## src/rtl/rv32i_pkg.sv

```systemverilog
// rv32i_pkg: shared RV32I decode types, opcodes and the ID/EX payload.
// Used by decode_stage (optional feature macro: DECODE_BYPASS_EN).
package rv32i_pkg;

  localparam int unsigned XLEN   = 32;
  localparam int unsigned REG_AW = 5;

  localparam logic [6:0] OPC_LUI    = 7'b0110111;
  localparam logic [6:0] OPC_AUIPC  = 7'b0010111;
  localparam logic [6:0] OPC_JAL    = 7'b1101111;
  localparam logic [6:0] OPC_JALR   = 7'b1100111;
  localparam logic [6:0] OPC_BRANCH = 7'b1100011;
  localparam logic [6:0] OPC_LOAD   = 7'b0000011;
  localparam logic [6:0] OPC_STORE  = 7'b0100011;
  localparam logic [6:0] OPC_OP_IMM = 7'b0010011;
  localparam logic [6:0] OPC_OP     = 7'b0110011;
  localparam logic [6:0] OPC_FENCE  = 7'b0001111;
  localparam logic [6:0] OPC_SYSTEM = 7'b1110011;

  typedef enum logic [3:0] {
    ALU_ADD  = 4'd0,
    ALU_SUB  = 4'd1,
    ALU_SLL  = 4'd2,
    ALU_SLT  = 4'd3,
    ALU_SLTU = 4'd4,
    ALU_XOR  = 4'd5,
    ALU_SRL  = 4'd6,
    ALU_SRA  = 4'd7,
    ALU_OR   = 4'd8,
    ALU_AND  = 4'd9
  } alu_op_t;

  typedef enum logic [2:0] {
    IMM_I = 3'd0,
    IMM_S = 3'd1,
    IMM_B = 3'd2,
    IMM_U = 3'd3,
    IMM_J = 3'd4,
    IMM_R = 3'd5
  } imm_fmt_t;

  // ID/EX pipeline register payload
  typedef struct packed {
    logic              valid;
    logic [XLEN-1:0]   pc;
    logic [XLEN-1:0]   imm;
    logic [XLEN-1:0]   rs1_val;
    logic [XLEN-1:0]   rs2_val;
    logic [REG_AW-1:0] rd;
    alu_op_t           alu_op;
    logic              reg_write;
    logic              mem_read;
    logic              mem_write;
    logic              branch;
    logic              jump;
    logic              illegal;
  } idex_t;

  // funct3/funct7[5] to ALU op; SUB only applies to register-register OP
  function automatic alu_op_t alu_decode(input logic [2:0] funct3,
                                         input logic       f7b5,
                                         input logic       is_op);
    alu_op_t op;
    case (funct3)
      3'b000:  op = (is_op && f7b5) ? ALU_SUB : ALU_ADD;
      3'b001:  op = ALU_SLL;
      3'b010:  op = ALU_SLT;
      3'b011:  op = ALU_SLTU;
      3'b100:  op = ALU_XOR;
      3'b101:  op = f7b5 ? ALU_SRA : ALU_SRL;
      3'b110:  op = ALU_OR;
      default: op = ALU_AND;
    endcase
    return op;
  endfunction

endpackage

```

## src/rtl/imm_gen.sv

```systemverilog
// imm_gen: sign-extended immediate extraction for every RV32I format.
module imm_gen
  import rv32i_pkg::*;
(
  input  logic [XLEN-1:0] instr,
  input  imm_fmt_t        fmt,
  output logic [XLEN-1:0] imm
);

  // opcode bits never contribute to an immediate
  logic unused_opc;
  assign unused_opc = ^instr[6:0];

  // format-selected immediate
  always_comb begin
    imm = '0;
    case (fmt)
      IMM_I:   imm = {{20{instr[31]}}, instr[31:20]};
      IMM_S:   imm = {{20{instr[31]}}, instr[31:25], instr[11:7]};
      IMM_B:   imm = {{19{instr[31]}}, instr[31], instr[7], instr[30:25],
                      instr[11:8], 1'b0};
      IMM_U:   imm = {instr[31:12], 12'b0};
      IMM_J:   imm = {{11{instr[31]}}, instr[31], instr[19:12], instr[20],
                      instr[30:21], 1'b0};
      default: imm = '0;
    endcase
  end

endmodule

```

## src/rtl/decode_stage.sv

```systemverilog
// decode_stage: RV32I instruction decode and ID/EX pipeline register.
// Optional writeback-to-decode bypass enabled by defining DECODE_BYPASS_EN.
module decode_stage
  import rv32i_pkg::*;
(
  input  logic              clk,
  input  logic              rst,
  input  logic              in_valid,
  output logic              in_ready,
  input  logic [XLEN-1:0]   instr,
  input  logic [XLEN-1:0]   pc,
  input  logic              stall,
  input  logic              flush,
  output logic [REG_AW-1:0] rs1,
  output logic [REG_AW-1:0] rs2,
  input  logic [XLEN-1:0]   rf_data1,
  input  logic [XLEN-1:0]   rf_data2,
  input  logic              wb_we,
  input  logic [REG_AW-1:0] wb_rd,
  input  logic [XLEN-1:0]   wb_data,
  output logic              out_valid,
  output logic [XLEN-1:0]   out_pc,
  output logic [XLEN-1:0]   out_imm,
  output logic [XLEN-1:0]   out_rs1_val,
  output logic [XLEN-1:0]   out_rs2_val,
  output logic [REG_AW-1:0] out_rd,
  output alu_op_t           out_alu_op,
  output logic              out_reg_write,
  output logic              out_mem_read,
  output logic              out_mem_write,
  output logic              out_branch,
  output logic              out_jump,
  output logic              out_illegal
);

  logic [6:0]        opcode;
  logic [2:0]        funct3;
  logic [REG_AW-1:0] rd;
  imm_fmt_t          fmt;
  logic [XLEN-1:0]   imm;
  alu_op_t           alu_op;
  logic              reg_write, mem_read, mem_write, branch, jump, illegal;
  logic [XLEN-1:0]   op1, op2;
  idex_t             dec;
  idex_t             idex_d, idex_q;

  assign opcode   = instr[6:0];
  assign funct3   = instr[14:12];
  assign rd       = instr[11:7];
  assign rs1      = instr[19:15];
  assign rs2      = instr[24:20];
  assign in_ready = ~stall;

  imm_gen u_imm_gen (
    .instr (instr),
    .fmt   (fmt),
    .imm   (imm)
  );

  // control decode by opcode class
  always_comb begin
    fmt       = IMM_R;
    alu_op    = ALU_ADD;
    reg_write = 1'b0;
    mem_read  = 1'b0;
    mem_write = 1'b0;
    branch    = 1'b0;
    jump      = 1'b0;
    illegal   = 1'b0;
    case (opcode)
      OPC_LUI, OPC_AUIPC: begin
        fmt       = IMM_U;
        reg_write = 1'b1;
      end
      OPC_JAL: begin
        fmt       = IMM_J;
        reg_write = 1'b1;
        jump      = 1'b1;
      end
      OPC_JALR: begin
        fmt       = IMM_I;
        reg_write = 1'b1;
        jump      = 1'b1;
      end
      OPC_BRANCH: begin
        fmt    = IMM_B;
        alu_op = ALU_SUB;
        branch = 1'b1;
      end
      OPC_LOAD: begin
        fmt       = IMM_I;
        reg_write = 1'b1;
        mem_read  = 1'b1;
      end
      OPC_STORE: begin
        fmt       = IMM_S;
        mem_write = 1'b1;
      end
      OPC_OP_IMM: begin
        fmt       = IMM_I;
        alu_op    = alu_decode(funct3, instr[30], 1'b0);
        reg_write = 1'b1;
      end
      OPC_OP: begin
        fmt       = IMM_R;
        alu_op    = alu_decode(funct3, instr[30], 1'b1);
        reg_write = 1'b1;
      end
      OPC_FENCE, OPC_SYSTEM: begin
        fmt = IMM_R;
      end
      default: begin
        illegal = 1'b1;
      end
    endcase
    if (rd == '0) reg_write = 1'b0;
  end

`ifdef DECODE_BYPASS_EN
  logic [REG_AW-1:0] rs1_d, rs1_q, rs2_d, rs2_q;

  // forward the in-flight writeback over stale register file data
  assign op1 = (wb_we && wb_rd == rs1 && rs1 != '0) ? wb_data : rf_data1;
  assign op2 = (wb_we && wb_rd == rs2 && rs2 != '0) ? wb_data : rf_data2;
`else
  logic unused_wb;
  assign unused_wb = ^{wb_we, wb_rd, wb_data};
  assign op1 = rf_data1;
  assign op2 = rf_data2;
`endif

  // assemble the decoded payload
  always_comb begin
    dec           = '0;
    dec.valid     = in_valid;
    dec.pc        = pc;
    dec.imm       = imm;
    dec.rs1_val   = op1;
    dec.rs2_val   = op2;
    dec.rd        = rd;
    dec.alu_op    = alu_op;
    dec.reg_write = reg_write;
    dec.mem_read  = mem_read;
    dec.mem_write = mem_write;
    dec.branch    = branch;
    dec.jump      = jump;
    dec.illegal   = illegal;
  end

  // ID/EX next state: flush over stall over load
  always_comb begin
    idex_d = idex_q;
`ifdef DECODE_BYPASS_EN
    rs1_d = rs1_q;
    rs2_d = rs2_q;
`endif
    if (flush) begin
      idex_d.valid = 1'b0;
    end else if (stall) begin
`ifdef DECODE_BYPASS_EN
      if (wb_we && wb_rd != '0 && wb_rd == rs1_q) idex_d.rs1_val = wb_data;
      if (wb_we && wb_rd != '0 && wb_rd == rs2_q) idex_d.rs2_val = wb_data;
`endif
    end else begin
      idex_d = dec;
`ifdef DECODE_BYPASS_EN
      rs1_d = rs1;
      rs2_d = rs2;
`endif
    end
  end

  // ID/EX register with synchronous reset
  always_ff @(posedge clk) begin
    if (rst) begin
      idex_q        <= '0;
      idex_q.alu_op <= ALU_ADD;
    end else begin
      idex_q <= idex_d;
    end
  end

`ifdef DECODE_BYPASS_EN
  // held source register fields for stall-time refresh
  always_ff @(posedge clk) begin
    if (rst) begin
      rs1_q <= '0;
      rs2_q <= '0;
    end else begin
      rs1_q <= rs1_d;
      rs2_q <= rs2_d;
    end
  end
`endif

  assign out_valid     = idex_q.valid;
  assign out_pc        = idex_q.pc;
  assign out_imm       = idex_q.imm;
  assign out_rs1_val   = idex_q.rs1_val;
  assign out_rs2_val   = idex_q.rs2_val;
  assign out_rd        = idex_q.rd;
  assign out_alu_op    = idex_q.alu_op;
  assign out_reg_write = idex_q.reg_write;
  assign out_mem_read  = idex_q.mem_read;
  assign out_mem_write = idex_q.mem_write;
  assign out_branch    = idex_q.branch;
  assign out_jump      = idex_q.jump;
  assign out_illegal   = idex_q.illegal;

endmodule

```

## config.mk

```make
export PLATFORM = sky130hd
export DESIGN_NAME = decode_stage
export DESIGN_NICKNAME = d
export VERILOG_FILES = /design/src/rtl/rv32i_pkg.sv /design/src/rtl/imm_gen.sv /design/src/rtl/decode_stage.sv
export SDC_FILE = /design/constraint.sdc
export NUM_CORES = 1
export LEC_CHECK = 0
export CAP_MARGIN = 20
export CORE_AREA = 2 2 126 128
export CTS_CLUSTER_DIAMETER = 200
export DETAILED_ROUTE_END_ITERATION = 10
export DIE_AREA = 0 0 128 130
export DONT_BUFFER_PORTS = 1
export GPL_TIMING_DRIVEN = 0
export PLACE_DENSITY = 0.48
export SLEW_MARGIN = 15
export SYNTH_ARGS = -nofsm -noshare
export SYNTH_HDL_FRONTEND = slang
export SYNTH_SLANG_ARGS = --single-unit
```

## constraint.sdc

```tcl
create_clock -name clk -period 2.1 [get_ports clk]
set_input_delay 0.42 -clock clk [delete_from_list [all_inputs] [get_ports clk]]
set_output_delay 0.42 -clock clk [all_outputs]
set_load 0.01 [all_outputs]
```

# Yosys cells after proc, flatten, opt, wreduce, memory -nomap -nowiden
# Cells that the tools add are included.
classes:
  n_addsub: 0
  mul: 0
  div_mod_pow: 0
  order_cmp: 0
  n_eq_ne: 21
  n_shift: 0
  muxes: 14
  n_bitwise: 2
  n_reduce_logical: 10
op_table:
  columns: ["cell", "count"]
  rows:
  - ["case mux 32 bit (5 select lines)", 1]
  - ["case mux 4 bit (7 select lines)", 2]
  - ["equality test 7 bit, second input constant", 4]
  - ["equality test 7 x 6 -> 1 bit, second input constant", 3]
  - ["case mux 3 bit (5 select lines)", 1]
  - ["equality test 7 x 5 -> 1 bit, second input constant", 2]
  - ["equality test 3 x 2 -> 1 bit, second input constant", 4]
  - ["equality test 3 bit, second input constant", 4]
  - ["case mux 4 bit (3 select lines)", 1]
  - ["OR reduction 11 bit", 1]
  - ["two-way mux 1 bit", 9]
  - ["equality test 7 x 2 -> 1 bit, second input constant", 1]
  - ["equality test 7 x 4 -> 1 bit, second input constant", 1]
  - ["OR reduction 7 bit", 1]
  - ["equality test 3 x 1 -> 1 bit, second input constant", 2]
  - ["zero test 3 bit", 2]
  - ["OR reduction 2 bit", 3]
  - ["zero test 5 bit", 1]
  - ["OR reduction 3 bit", 1]
  - ["inverter 1 bit", 2]
  - ["AND reduction 2 bit", 1]
word_totals:
  ff_bits: 144
  latch_bits: 0
  ramBits: 0
  romBits: 0
  in_bits: 171
  word_cells: 60
  mem_count: 0

# Logic depth before layout (Yosys ltp)
# Gate-level depths: netlist of run 1.
depth:
  word_depth: 5
  mapped_depth: 8
  ltp_nobuf: 5

# Modules after synthesis
# Synthesis of run 1 repeated with hierarchy kept, for this count alone.
hier_totals:
  hier_cells: 770
  hier_area_um2: 5788.1
modules_own_cells:
  columns: ["module", "instances", "cells_per_inst", "area_per_inst_um2", "seq_area_each_um2"]
  rows:
  - ["decode_stage", 1, 673, 5271.3, 2882.8]
  - ["imm_gen", 1, 97, 516.7, 0.0]

# Worst setup path before layout of run 1
# No wires, ideal clock.
synth_timing:
  path_type: "input to register"
  start: "input instr[6]"
  end: "register idex_q, in the netlist out_imm[20]"
  setup_ns: 0.067
  t_arrival_ns: 1.725
  required_time_ns: 2.033
  path_slack_ns: 0.308
  stages: 8
  n_path_buf: 3
  cell_sequence: "buf_4 -> nor2_4 -> nor4b_4 -> a211oi_1 -> or3_1 -> buf_4 -> buf_6 -> o21ai_2"
synth_between:
  elab_chain_cells: 5
  word_cells_on_any_way: 17
  classes_between: "eq/ne: 12; mux: 2; reduce/logical: 3"
synth_rtl:
  columns: ["item", "line", "text"]
  rows:
  - ["from (decl)", "decode_stage.sv:10", "input logic [XLEN-1:0] instr,"]
  - ["equality test 7 x 5 -> 1 bit, or another cell as far along", "decode_stage.sv:70", "case (opcode)"]
  - ["OR reduction 3 bit (no line) / OR reduction 2 bit (equally long branches)", null, null]
  - ["case mux 3 bit (5 select lines) (*)", "decode_stage.sv:70", null]
  - ["equality test 3 bit, or another cell as far along", "imm_gen.sv:17", "case (fmt)"]
  - ["case mux 32 bit (5 select lines) (*)", "imm_gen.sv:17", null]
  - ["to (signal assigned)", "decode_stage.sv:179", "idex_q <= idex_d;"]
  - ["to (decl)", "decode_stage.sv:45", "idex_t idex_d, idex_q;"]
# Mark *: on every way between the ends. The rest lies on a longest branch, timed or not.
# A chain may end at the register's enable or synchronous reset.

# Worst setup path after layout of run 1
layout_timing:
  start: "input stall"
  end: "register idex_q, in the netlist out_rs1_val[26]"
layout_between:
  elab_chain_cells: 2
layout_rtl:
  columns: ["item", "line", "text"]
  rows:
  - ["from (decl)", "decode_stage.sv:12", "input logic stall,"]
  - ["inverter 1 bit (no line)", null, null]
  - ["AND reduction 2 bit (no line)", null, null]
# No other way between the ends.

==> impl_metrics.tcl, run 1 <==
set metrics [dict create \
    cts_tree "done" \
    worst_pin_slew_ns 0.809 \
    grt_pass1_wl_mm 23.9 \
    grt-ovfl-total 0 \
    drt_wl_total_mm 16.7 \
    grt_use_total_pct 19.1 \
    antenna_found_initial 0 \
    rsz0062_at_grt "false" \
    wire_per_inst_um 18.5 \
    synth_area_leaders "dfxtp_1, nand2_1, a21oi_1" \
    grt_max_degree 17 \
    dp_slack_ns -0.436 \
    yosysTopAreaCell "dfxtp_1" \
    finalCritPeriodShare_pct 86.3 \
    diodes 0 \
    yosys.cell_types.count 40 \
    grt_pass1_vias 4270 \
    power_leakage_nw 2.25 \
    hold_class "primary input to flop" \
    powerDensity_nw_per_um2 1000 \
    synth_warnings 0 \
    ant_nets 0 \
    status "finished, final reports clean" \
    drc 0 \
    die_x_um 128 \
    die_y_um 130 \
    via_per_inst 5.15 \
    skew_ns 0 \
    path_clk_slew_ns 0.06 \
    start_util_pct 35.4 \
    fp.coreArea_um2 15400 \
    drive_gt1_share_pct 10.8 \
    rows 46 \
    h-tree-depth 4 \
    finalSetupViolations 0 \
    first_pass_iters 4 \
    via_count 4653 \
    fmax_ghz 0.552 \
    power_mw 6.31 \
    async_flop_share_pct 0 \
    fp.dieArea_um2 16600 \
    final_common_cell "nand2_1" \
    yosys_register_bits 144 \
    syn_inst 680 \
    worstPathRequired_ns 2.44 \
    cts-root-buf "clkbuf_16" \
    fin_ws_ns 0.287 \
    synth_top_cell_area_share_pct 52.8 \
    utilization_pct 40.8 \
    setup_tns_ns 0 \
    start_kind "primary input" \
    synth_flop_cell "dfxtp_1" \
    synth_edf_count 0 \
    most-common-layout-cells "nand2_1, dfxtp_1, a21oi_1" \
    insertion_delay_ns 0.42 \
    path_class "primary input to flop" \
    cp_data_arrival_time_ns 2.16 \
    period_minus_slack_ns 1.81 \
    yosysSeqAreaShare_pct 52.8 \
    hpwl_mm 12.9 \
    synth_nets 851 \
    gp_congestion 0.834 \
    cts.path.max_buffers 2 \
    crit_fanout 10 \
    cts-hold-fix-buffers 0 \
    ios 326 \
    drv_cap 0 \
    final-max-slew-violation-count 0 \
    drt_iter0_drc 212 \
    relSlewSlack_pct 45.9 \
    numCtsBuffers 17 \
    hold_viol 0 \
    syn_area_um2 5460 \
    nets 870 \
    port_buffers 0 \
    cp-end-kind "flop" \
    syn_avg_cell_area_um2 8.03 \
    cts.sinks 144 \
    layout-area-overhead-vs-synth_pct 15.3 \
    vdd_drop_max_uv 509 \
]
[where the power goes]
| part | internal, mW | total [mW] | leakage, nW | switching (mW) |
|---|---|---|---|---|
| sequential | 2.83 | 2.94 | 1.17 | 0.113 |
| combinational | 0.114 | 0.339 | 0.782 | 0.225 |
| clock | 1.86 | 3.03 | 0.293 | 1.18 |
| total | 4.80 | 6.31 | 2.25 | 1.51 |
[per-layer routing]
| layer | part of all wire (%) | vias up | GRT usage, % | wire length, um |
|---|---|---|---|---|
| li1 | - | 2301 | - | - |
| met5 | 0 | - | 0 | 0 |
| met3 | 11 | 19 | 9.10 | 1790 |
| met4 | 1.4 | 0 | 6.59 | 238 |
| met2 | 48 | 202 | 31.8 | 7980 |
| met1 | 40 | 2131 | 21.6 | 6730 |
[cell usage after synthesis (all sizes together) (3+ instances only)]
library cell and number:
a21boi 3, a21oi 134, a22oi 13, and2 3
buf 20, clkbuf 38, dfxtp 144, inv 4
mux2 3, nand2 241, nand3 3, nor2 20
nor3 3, o21ai 28
[critical path: stages]
cell and delay [ns]:
nor2_1 0.61, clkbuf_2 0.45, clkbuf_1 0.42, nand2_1 0.12, a21oi_1 0.13
[path summary, 6_finish.rpt]
check	from	to	slack (ns)	cells past startpoint
min	flush	out_valid	0.08	1
min reg2reg	out_rs2_val[9]	out_rs2_val[9]	0.50	2
max	stall	out_rs1_val[26]	0.29	5
max reg2reg	out_branch	out_branch	1.35	2
[cell families (layout without fill, tap and decap cells)]
group | after synthesis | count (layout) | share of synthesized area, %
buf+inv | 62 | 93 | 5.46
mux | 4 | 4 | 0.802
compound gates | 188 | 188 | 20.0
flops | 144 | 144 | 52.8
simple gates | 282 | 282 | 20.9
[stage by stage]
stage               std cells  instance area (um^2)  hold WS, ns
global route              903                  6290       0.0625
global placement          872                  5700        0.491
detailed placement        872                  5700        0.495
floorplan                 680                  5460        0.476
CTS                       903                  6290       0.0605
finish                    903                  6290       0.0751
[cell type report]
cell class                      instances  area [um^2]
Buffer                                 58          284
Clock buffer                           17          425
Clock inverter                         14          166
Fill cell                            1582         9130
Inverter                                4         15.0
Multi-Input combinational cell        474         2280
Sequential cell                       144         2880
Tap cell                              192          240
[timing repair]
item / CTS / global route
buffers inserted: 0 / 0
setup endpoints to repair: 0 / 21
gates resized for setup: 0 / 2
[state kept, by name, indices dropped and copies added, names as in the netlist]
name           count
out_rd             5
out_rs1_val       32
out_alu_op         4
out_branch         1
out_reg_write      1
out_jump           1
out_valid          1
out_mem_write      1
out_illegal        1
out_mem_read       1
out_imm           32
out_pc            32
out_rs2_val       32
(Power assumes the default switching activity.)
==> run 2: changes to the inputs <==
- CORE_AREA: 2 2 126 128 -> 2 2 125 127
- DIE_AREA: 0 0 128 130 -> 0 0 127 129
- PLACE_DENSITY: 0.48 -> 0.51
- SYNTH_HIERARCHICAL: unset -> 1
==> impl_metrics.tcl, run 2 <==
set metrics [dict create \
    cts.sinks 144 \
    grt_pass1_vias 5131 \
    port_buffers 0 \
    crit_top_cell "nand2_1" \
    synth_warnings 6 \
    grt_pass1_wl_mm 26.9 \
    hold_class "primary input to flop" \
    synth_area_leaders "dfxtp_1, nand2_1, a21oi_1" \
    power.switching_mw 1.61 \
    r2r_slack_ns 1.35 \
    r2r_end "out_imm[23]" \
    crit_path_end "out_imm[28]" \
    wire_per_inst_um 17.9 \
    cpMaxStageDelayCell "maj3_2" \
    internal_power_mw 5.11 \
    crit_start "instr[4]" \
    final-max-slew-violation-count 0 \
    layout-area-overhead-vs-synth_pct 16.7 \
    n_fill_cell 1553 \
    drv_cap 0 \
    cpPeakStageDelay_ns 0.33 \
    finalSetupViolations 0 \
    drt_wl_total_mm 17.7 \
    via_count 5178 \
    die_y_um 129 \
    die_x_um 127 \
    switching_share_pct 24.0 \
    drive_gt1_share_pct 11.0 \
    synth_nets 941 \
    diodes 0 \
    status "finished, final reports clean" \
    cp_data_arrival_time_ns 2.23 \
    worstPathRequired_ns 2.37 \
    synth_flop_cell "dfxtp_1" \
    relSlewSlack_pct 53.0 \
    synth_edf_count 0 \
    path_clk_slew_ns 0.06 \
    cp-end-kind "flop" \
    grt_max_degree 17 \
    crit_chain "buf_8 > and2b_2 > nand2_1 > o22a_1 > nor3_4 > maj3_2 > nand2b_4 > buf_6 > nand2_1 > nand2_1 > a21oi_1" \
    syn_avg_cell_area_um2 7.52 \
    power_frac_clock_pct 49.9 \
    fp.coreArea_um2 15000 \
    setup_tns_ns 0 \
    power_leakage_nw 2.46 \
    antenna_found_initial 0 \
    fp.dieArea_um2 16400 \
    hold_viol 0 \
    first_pass_iters 4 \
    start_kind "primary input" \
    h-tree-depth 4 \
    drc 0 \
    fin_cells 991 \
    synth_top_cell_area_share_pct 49.8 \
    via_per_inst 5.23 \
    cts_tree "done" \
    fmax_ghz 0.511 \
    reg2reg_from "out_imm[23]" \
    drt_iter0_drc 234 \
    gp_congestion 0.817 \
    rows 45 \
    ff2ff_path_depth 2 \
    grt_use_total_pct 21.1 \
    synth_most_common_cell "nand2_1" \
    ios 326 \
    sequentialPowerShare_pct 43.8 \
    rsz0062_at_grt "false" \
    yosysSeqAreaShare_pct 49.8 \
    final_common_cell "nand2_1" \
    cts-root-buf "clkbuf_16" \
    skew_ns 0 \
    path_class "primary input to flop" \
    crit_fanout 10 \
    synth_commonest_cells "nand2_1, a21oi_1, dfxtp_1, buf_2, clkbuf_1" \
    grt-ovfl-total 0 \
    utilization_pct 45.1 \
    whs_ns 0.0838 \
    hpwl_mm 13.5 \
    async_flop_share_pct 0 \
    place_inst 958 \
    most-common-layout-cells "nand2_1, a21oi_1, dfxtp_1" \
    nets 961 \
    syn_inst 770 \
    numCtsBuffers 17 \
    ant_nets 0 \
    yosys_register_bits 144 \
    cts.path.max_buffers 2 \
    insertion_delay_ns 0.41 \
    combinationalPowerShare_pct 6.2 \
    finalCritPeriodShare_pct 93.3 \
    period_minus_slack_ns 1.96 \
    syn_area_um2 5790 \
    powerDensity_nw_per_um2 995 \
    vdd_drop_max_uv 524 \
    yosysTopAreaCell "dfxtp_1" \
    yosys.cell_types.count 42 \
    start_util_pct 38.6 \
    worst_pin_slew_ns 0.705 \
]
[run 2: cell count changes after synthesis, moves of 4 or more]
cell      change
buf_2        +31
nand2_1      +59
o22ai_1       +9
nor2_1        -9
clkbuf_1     -12
nor2b_1      +15
a21oi_1      +21
a22oi_1      -10
nand2b_1      +4
o21ai_2      -20
or4_1         +4
[run 2: per-layer routing]
metal  up-vias  wire length, um  track usage [%]
met2       215             8520             35.9
met5         -                0                0
li1       2559                -                -
met1      2378             7130             23.4
met4         0              308             7.50
met3        26             1780             9.52
[run 2: critical path, delay by kind of cell]
kind                       cells  cell delay, ns
adders and majority gates      1            0.33
buffers and inverters          2            0.24
AOI/OAI and AO/OA              2            0.30
and+or+nand+nor                6            0.94
[run 2: how the worst min path moves through the flow]
stage | startpoint | endpoint | slack [ns] | depth (start not counted)
6_report | flush | out_valid | 0.08 | 1
5_1_grt | flush | out_valid | 0.06 | 1
4_1_cts | flush | out_valid | 0.06 | 1
3_5_place_dp | out_imm[3] | out_imm[3] | 0.50 | 2
3_3_place_gp | out_rs1_val[30] | out_rs1_val[30] | 0.49 | 2
2_1_floorplan | out_reg_write | out_reg_write | 0.48 | 2
[run 2: final cells by class]
| type | instances | area [um^2] | share of cell area [%] |
|---|---|---|---|
| sequential | 144 | 2880 | 42.7 |
| multi-input combinational | 550 | 2570 | 38.1 |
| clock buffer | 18 | 429 | 6.35 |
| buffer | 72 | 388 | 5.74 |
| tap | 188 | 235 | 3.48 |
| clock inverter | 14 | 228 | 3.37 |
| inverter | 4 | 15.0 | 0.222 |
| timing repair buffer | 1 | 7.51 | 0.111 |
[run 2: power by group through the flow]
stage          Combinational, mW  Sequential [mW]  Clock [mW]
2_1_floorplan              0.326             2.98           0
3_3_place_gp               0.405             3.01           0
3_5_place_dp               0.421             3.01           0
4_1_cts                    0.423             2.95        3.42
5_1_grt                    0.477             2.96        3.54
6_report                   0.418             2.95        3.36
[run 2: what timing repair did]
item | CTS | global route
setup buffers | 0 | 1
pin swaps | 0 | 1
setup endpoints to repair | 1 | 5
hold buffers | 0 | 0
gates resized for setup | 1 | 5
[run 2: stage by stage]
| stage | worst slack (ns) | cell area, um^2 | power (mW) |
|---|---|---|---|
| after global placement | -0.378 | 6070 | 3.41 |
| after detailed placement | -0.456 | 6070 | 3.43 |
| final | 0.141 | 6760 | 6.72 |
| after CTS | 0.0593 | 6740 | 6.80 |
| after floorplan | -0.0541 | 5840 | 3.31 |
| after global routing | 0.0118 | 6760 | 6.98 |
[run 2: cell families (layout without fill, tap and decap cells)]
family | count (synthesis) | in the layout | share of synthesized area (%)
AO/OA/AOI/OAI | 189 | 189 | 17.3
AND/OR/NAND/NOR | 357 | 357 | 25.7
adder cells (fa/ha/maj) | 1 | 1 | 0.195
multiplexers | 3 | 3 | 0.519
flip-flops | 144 | 144 | 49.8
buffers and inverters | 76 | 109 | 6.42
